File: config.mk
export PLATFORM = sky130hd
export DESIGN_NAME = present_scheduler
export DESIGN_NICKNAME = d
export VERILOG_FILES = /design/src/rtl/present_pkg.sv /design/src/rtl/present_slot.sv /design/src/rtl/present_scheduler.sv
export SDC_FILE = /design/constraint.sdc
export NUM_CORES = 1
export LEC_CHECK = 0
export CELL_PAD_IN_SITES_DETAIL_PLACEMENT = 0
export CELL_PAD_IN_SITES_GLOBAL_PLACEMENT = 1
export CORE_ASPECT_RATIO = 1.2
export CORE_MARGIN = 4
export CORE_UTILIZATION = 42
export DETAILED_ROUTE_END_ITERATION = 10
export GPL_TIMING_DRIVEN = 0
export PLACE_DENSITY = 0.91
export SYNTH_ARGS = -nofsm -noshare
export SYNTH_HDL_FRONTEND = slang
export SYNTH_SLANG_ARGS = --single-unit
File: constraint.sdc
create_clock -name clk -period 10.3 [get_ports clk]
set_clock_uncertainty 0.2 [all_clocks]
set_input_delay 2.575 -clock clk [delete_from_list [all_inputs] [get_ports clk]]
set_output_delay 2.575 -clock clk [all_outputs]
set_load 0.01 [all_outputs]
File: src/rtl/present_pkg.sv
// Shared types and widths for the present scheduler and its slots.
// Coordinate and counter widths are fixed here so slot_t stays a plain packed struct.
package present_pkg;

  localparam int X_BITS    = 11;
  localparam int Y_BITS    = 11;
  localparam int LIFE_BITS = 8;
  localparam int COOL_BITS = 5;

  typedef enum logic [1:0] {
    PT_LIFE   = 2'd0,
    PT_TIME   = 2'd1,
    PT_SHIELD = 2'd2,
    PT_NONE   = 2'd3
  } present_type_t;

  typedef enum logic [1:0] {
    IDLE  = 2'd0,
    REQ   = 2'd1,
    WAIT  = 2'd2,
    ALLOC = 2'd3
  } sched_state_t;

  typedef struct packed {
    logic                 valid;
    logic [X_BITS-1:0]    x;
    logic [Y_BITS-1:0]    y;
    present_type_t        ptype;
    logic [LIFE_BITS-1:0] lifetime;
  } slot_t;

  // One frame of fall; the extra sum bit keeps a y near the top of the range from wrapping.
  function automatic logic [Y_BITS-1:0] fall_y(input logic [Y_BITS-1:0] y,
                                               input int step, input int floor_y);
    logic [Y_BITS:0] sum;
    sum = {1'b0, y} + (Y_BITS+1)'(step);
    if (sum > (Y_BITS+1)'(floor_y)) return Y_BITS'(floor_y);
    return sum[Y_BITS-1:0];
  endfunction

endpackage

File: src/rtl/present_slot.sv
// One present slot: load, per-frame fall, floor lifetime and pickup clear.
// Pickup beats expiry beats fall; load only ever targets a slot that is currently empty.
module present_slot
  import present_pkg::*;
#(
  parameter int FLOOR_Y         = 440,
  parameter int FALL_STEP       = 2,
  parameter int LIFETIME_FRAMES = 180
) (
  input  logic              clk,
  input  logic              reset,
  input  logic              frame_start,
  input  logic              load,
  input  logic [X_BITS-1:0] load_x,
  input  logic [Y_BITS-1:0] load_y,
  input  present_type_t     load_type,
  input  logic              hit,
  output logic              valid,
  output logic [X_BITS-1:0] x,
  output logic [Y_BITS-1:0] y,
  output present_type_t     ptype
);

  slot_t cur;

  always_ff @(posedge clk or posedge reset) begin
    if (reset) begin
      cur <= '0;
    end else if (load) begin
      cur.valid    <= 1'b1;
      cur.x        <= load_x;
      cur.y        <= load_y;
      cur.ptype    <= load_type;
      cur.lifetime <= LIFE_BITS'(LIFETIME_FRAMES);
    end else if (cur.valid) begin
      if (hit) begin
        cur.valid <= 1'b0;
      end else if (frame_start) begin
        if (cur.y < Y_BITS'(FLOOR_Y)) begin
          cur.y <= fall_y(cur.y, FALL_STEP, FLOOR_Y);
        end else begin
          cur.lifetime <= cur.lifetime - 1'b1;
          if (cur.lifetime == LIFE_BITS'(1)) cur.valid <= 1'b0;
        end
      end
    end
  end

  assign valid = cur.valid;
  assign x     = cur.x;
  assign y     = cur.y;
  assign ptype = cur.ptype;

endmodule

File: src/rtl/present_scheduler.sv
// Pop-to-present scheduler: round-robin pop arbitration, random type handshake, slot allocation; 4 clocks pop to slot_valid.
// No backpressure: late pops on a pending requester or during cooldown are dropped. PRESENT_BLANK_EN makes type 3 a no-drop.
module present_scheduler
  import present_pkg::*;
#(
  parameter int NUM_SLOTS       = 4,
  parameter int FLOOR_Y         = 440,
  parameter int FALL_STEP       = 2,
  parameter int LIFETIME_FRAMES = 180,
  parameter int COOLDOWN_FRAMES = 30
) (
  input  logic                        clk,
  input  logic                        reset,
  input  logic                        startOfFrame,
  input  logic [1:0]                  pop_req,
  input  logic [X_BITS-1:0]           pop_x0,
  input  logic [X_BITS-1:0]           pop_x1,
  input  logic [Y_BITS-1:0]           pop_y0,
  input  logic [Y_BITS-1:0]           pop_y1,
  output logic                        rand_rise,
  input  logic [1:0]                  rand_dout,
  input  logic [NUM_SLOTS-1:0]        pickup_hit,
  output logic [NUM_SLOTS-1:0]        slot_valid,
  output logic [NUM_SLOTS*X_BITS-1:0] slot_x,
  output logic [NUM_SLOTS*Y_BITS-1:0] slot_y,
  output logic [NUM_SLOTS*2-1:0]      slot_type,
  output logic                        award_valid,
  output logic [1:0]                  award_type
);

  sched_state_t         state, state_next;
  logic [1:0]           pending;
  logic [X_BITS-1:0]    pend_x [2];
  logic [Y_BITS-1:0]    pend_y [2];
  logic [X_BITS-1:0]    pop_xa [2];
  logic [Y_BITS-1:0]    pop_ya [2];
  logic                 last_grant;
  logic                 grant_vld;
  logic                 grant_sel;
  logic [X_BITS-1:0]    req_x;
  logic [Y_BITS-1:0]    req_y;
  present_type_t        req_type;
  logic [COOL_BITS-1:0] cooldown;
  logic                 blank;
  logic                 alloc_fire;
  logic                 free_found;
  logic                 hit_found;
  logic [NUM_SLOTS-1:0] load_vec;
  logic [NUM_SLOTS-1:0] hit_vec;
  present_type_t        award_sel;

  logic [X_BITS-1:0]    sx [NUM_SLOTS];
  logic [Y_BITS-1:0]    sy [NUM_SLOTS];
  present_type_t        st [NUM_SLOTS];

  assign pop_xa[0] = pop_x0;
  assign pop_xa[1] = pop_x1;
  assign pop_ya[0] = pop_y0;
  assign pop_ya[1] = pop_y1;

`ifdef PRESENT_BLANK_EN
  assign blank = (req_type == PT_NONE);
`else
  assign blank = 1'b0;
`endif

  always_ff @(posedge clk or posedge reset) begin
    if (reset) state <= IDLE;
    else       state <= state_next;
  end

  // The requester granted last loses a tie; last_grant resets to 1 so requester 0 wins first.
  always_comb begin
    state_next = state;
    grant_vld  = 1'b0;
    grant_sel  = 1'b0;
    case (state)
      IDLE: begin
        if (|pending) begin
          grant_vld  = 1'b1;
          grant_sel  = (pending == 2'b11) ? ~last_grant : pending[1];
          state_next = REQ;
        end
      end
      REQ:     state_next = WAIT;
      WAIT:    state_next = ALLOC;
      ALLOC:   state_next = IDLE;
      default: state_next = IDLE;
    endcase
  end

  // Lowest-index free slot, judged from valid at the start of the cycle.
  always_comb begin
    load_vec   = '0;
    free_found = 1'b0;
    for (int i = 0; i < NUM_SLOTS; i++) begin
      if (!free_found && !slot_valid[i]) begin
        load_vec[i] = 1'b1;
        free_found  = 1'b1;
      end
    end
    if (state != ALLOC || blank) load_vec = '0;
  end

  assign alloc_fire = |load_vec;
  assign hit_vec    = pickup_hit & slot_valid;

  always_comb begin
    award_sel = PT_LIFE;
    hit_found = 1'b0;
    for (int i = 0; i < NUM_SLOTS; i++) begin
      if (!hit_found && hit_vec[i]) begin
        award_sel = st[i];
        hit_found = 1'b1;
      end
    end
  end

  always_ff @(posedge clk or posedge reset) begin
    if (reset) begin
      pending    <= '0;
      last_grant <= 1'b1;
      req_x      <= '0;
      req_y      <= '0;
      req_type   <= PT_LIFE;
      cooldown   <= '0;
      rand_rise  <= 1'b0;
      for (int i = 0; i < 2; i++) begin
        pend_x[i] <= '0;
        pend_y[i] <= '0;
      end
    end else begin
      rand_rise <= (state_next == REQ);
      for (int i = 0; i < 2; i++) begin
        if (grant_vld && grant_sel == 1'(i)) begin
          pending[i] <= 1'b0;
        end else if (pop_req[i] && cooldown == '0 && !pending[i]) begin
          pending[i] <= 1'b1;
          pend_x[i]  <= pop_xa[i];
          pend_y[i]  <= pop_ya[i];
        end
      end
      if (grant_vld) begin
        last_grant <= grant_sel;
        req_x      <= pend_x[grant_sel];
        req_y      <= pend_y[grant_sel];
      end
      if (state == WAIT) req_type <= present_type_t'(rand_dout);
      if (alloc_fire)                          cooldown <= COOL_BITS'(COOLDOWN_FRAMES);
      else if (startOfFrame && cooldown != '0) cooldown <= cooldown - 1'b1;
    end
  end

  always_ff @(posedge clk or posedge reset) begin
    if (reset) begin
      award_valid <= 1'b0;
      award_type  <= 2'd0;
    end else begin
      award_valid <= |hit_vec;
      award_type  <= award_sel;
    end
  end

  for (genvar g = 0; g < NUM_SLOTS; g++) begin : g_slot
    present_slot #(
      .FLOOR_Y         (FLOOR_Y),
      .FALL_STEP       (FALL_STEP),
      .LIFETIME_FRAMES (LIFETIME_FRAMES)
    ) u_slot (
      .clk         (clk),
      .reset       (reset),
      .frame_start (startOfFrame),
      .load        (load_vec[g]),
      .load_x      (req_x),
      .load_y      (req_y),
      .load_type   (req_type),
      .hit         (pickup_hit[g]),
      .valid       (slot_valid[g]),
      .x           (sx[g]),
      .y           (sy[g]),
      .ptype       (st[g])
    );
    assign slot_x[g*X_BITS +: X_BITS] = sx[g];
    assign slot_y[g*Y_BITS +: Y_BITS] = sy[g];
    assign slot_type[g*2 +: 2]        = st[g];
  end

endmodule

==> impl_results.md <==
* Net count after synthesis at 1229
* Post-synthesis async set-or-reset flop share at 100%
* Register area at 0.00536 mm²
* Slew margin rel. at 41.0%
* Crit path max-delay family: buffers and inverters
* Hold Path Depth at 2
* Number of global-route vias before repair at 8759
* Max IR drop VDD at 0.000119 V
* CTS Buf Count at 23
* Post-CTS Setup Inserts at 0
* Critical Path Sink Type: register
* DRT Pass-1 Iters at 5
* Hold buffer count at CTS at 0
* Multi-input gate area at 0.00462 mm²
* Worst Path Arrival at 4.70 ns
* Pwr dens at 190 mW/mm²
* Port bufs at 158
* DR vias at 8754
* HP Class: reg2reg
* Initial detailed-routing violation count at 584
* Hpwl dp at 21.5 mm
* Reg-to-reg endpoint: g_slot[3].u_slot.y[5]
* Via density at 5.20
* Setup CP Type: in2reg
* Critical path required time at 10.47 ns
* Worst Hold End: g_slot[3].u_slot.x[4]
* CP startpoint kind: primary input
* Post-synth EDFFs at 0
* WP buf/inv at 2
* # diodes at 0
* First-pass GRT wire length at 46.8 mm
* Remaining global-route overflow at 0
* H-tree levels at 1
* ANT nets after route at 0
* Final #Nets at 1413
* Die X at 156 µm
* Leakage at 6.25 nW
* Worst r2r src: g_slot[3].u_slot.y[1]
* Reg clk slew, reported paths at 0.06 ns
* Number of synthesized register bits at 214
* Max_cap viols at 0
* Cell Area, Synth at 0.0110 mm²
* Hold Startpoint: g_slot[3].u_slot.x[4]
* Top_reg_cell synth: dfrtp_1
* Commonest cells after routing, fill and taps aside: nand2_1 (269), dfrtp_1 (213), clkdlybuf4s50_1 (158), buf_4 (102), nor2_1 (59)
* Most common cell after layout, fill and taps aside: nand2_1
* Crit-path cells: clkdlybuf4s50_1 > clkbuf_1 > o2111a_1 > nor2_1 > a22oi_1 > nand3_1
* Worst stage delay on the critical path at 0.70 ns
* Max Slew Vio Count at 0
* PostCTS Resize Cnt at 0
* Root Buffer: clkbuf_16
* Final Critical Period at 4.53 ns
* CP max-delay cell: clkdlybuf4s50_1
* Status: completed
* Chip height at 186 µm
* Post-Place Setup Slack at 5.28 ns
* Synth Instances at 1156
* Filler cells at 2334
* Final worst slack at 5.77 ns
* GRT Total Usage at 20.1%
* Site Rows at 64
* Post-synthesis sequential area ratio at 48.5%
* Final setup viols at 0
* Clk_lat worst skew at 0.50 ns
* TritonCTS clock tree: built
* Largest net degree at the start of global routing at 124
* Max Buffers Root-to-Sink at 3
* GP Congestion at 0.922
* IO Pins at 159
* Ys Warns at 0
* Core Footprint at 0.0257 mm²
* R2R Setup Slk at 7.59 ns
* Layout cells sized above 1 at 16.2%
* Final worst path period share at 44.0%
* Util after Layout at 53.7%
* Area grow syn2layout at 25.0%
* Clk sink count at 214
* Initial Util at 42.9%
* Detailed Route WL at 29.3 mm
* Count of final hold-check violations at 0
* RSZ-0062 raised after global routing: false
* Routed wire per std cell at 17.4 µm
* Initial antenna violation count at 0
* Fmax at 0.221 GHz
* Least-Margin Pin Slew at 0.885 ns
* Die area at 0.0290 mm²
* Synth unique cells at 79
* Reg2reg path depth at 8
* CP Max Fanout at 10
* Syn_area_per_cell at 9.55 µm²
* DRC at 0
==> worst register-to-register path, cell delays in order (launching register included) <==
cell	delay, ns
dfrtp_1	0.49
ha_1	0.19
clkbuf_1	0.28
nand3_1	0.17
a2111oi_2	0.30
o211a_2	0.31
a21boi_4	0.29
nand2_4	0.11
o221a_1	0.26
==> cell type report <==
type,count,area share (%)
clock inverters,6,0.653
flip-flops and latches,214,38.8
repair buffers,159,11.7
plain buffers,149,6.94
inverters,29,0.843
multi-input cells,764,33.4
well taps,330,2.99
clock buffers,33,4.66
==> sequential cells by signal, indices dropped and copies added, names as in the netlist, 4 cells and up <==
register / flops
g_slot.u_slot.x: 44
g_slot.u_slot.y: 44
g_slot.u_slot.cur: 32
pend_x: 22
pend_y: 22
req_x: 11
req_y: 11
g_slot.u_slot.ptype: 8
cooldown: 5
g_slot.u_slot.valid: 4
==> kinds of logic (layout without fill, tap and decap cells) <==
kind of cell	count (synthesis)	count (layout)	synth area share, %
AOI/OAI and AO/OA	174	174	10.8
adders and majority gates	18	18	2.04
DFF	214	214	48.5
buffers and inverters	178	376	9.67
and+or+nand+nor	471	471	19.6
muxes	71	71	6.99
xor gates and xnor gates	30	30	2.38
==> stage by stage <==
stage                     TNS, ns  instance area (µm²)  total power (W)  hold slack (ns)  std cells
final                           0                13800          0.00262            0.276       1684
after global routing            0                13800          0.00277            0.302       1684
after CTS                       0                13800          0.00265            0.279       1684
after detailed placement        0                13100          0.00183            0.265       1645
after global placement    -244.28                13000          0.00181            0.261       1644
after floorplan                 0                11000          0.00152            0.247       1156
==> synthesized netlist by cell type (6+ instances only) <==
library cell	count	share of area (%)
nor3_1	19	0.86
nand3_1	30	1.4
and2_1	11	0.62
nor2b_1	8	0.45
a31oi_1	14	0.79
buf_1	6	0.20
inv_1	29	0.99
o21ai_0	47	2.1
nand4b_1	6	0.48
o22ai_1	9	0.51
buf_4	102	6.9
mux2i_1	24	2.2
dfrtp_1	213	48
buf_2	7	0.32
a211oi_1	9	0.61
a22oi_1	14	0.95
nand4_1	10	0.57
xor2_1	14	1.1
nor2_1	59	2.0
xnor2_1	16	1.3
nand2_1	269	9.1
mux2_2	46	4.7
nand2b_1	12	0.68
a21oi_1	27	1.2
ha_1	18	2.0
clkbuf_1	33	1.1
==> metal layers <==
metal  share of wire (%)  global-route usage (%)  wire length [µm]  vias to the layer above
met1                  43                    26.4             12500                     4199
met5                   0                       0                 0                        -
met3                 5.9                    3.23              1720                       54
li1                    -                       -                 -                     4230
met2                  48                    34.0             14100                      271
met4                 3.4                    7.01               994                        0
==> report_power, final <==
part / total (W) / switching, W / internal (W)
combinational: 0.000712 / 0.000361 / 0.000351
sequential: 0.00111 / 0.000147 / 0.000959
clock: 0.000807 / 0.000324 / 0.000483
total: 0.00262 / 0.000832 / 0.00179
==> worst max path at each step <==
stage	startpoint	to	slack [ns]	cells past startpoint
floorplan	reset	award_type[0]	1.68	1
global placement	reset	g_slot[2].u_slot.x[0]	-1.16	2
detailed placement	startOfFrame	g_slot[0].u_slot.y[6]	5.28	6
CTS	g_slot[2].u_slot.valid	slot_valid[2]	5.79	2
global route	startOfFrame	g_slot[0].u_slot.y[6]	5.67	6
finish	startOfFrame	g_slot[0].u_slot.y[6]	5.77	6
(Power assumes the default switching activity.)
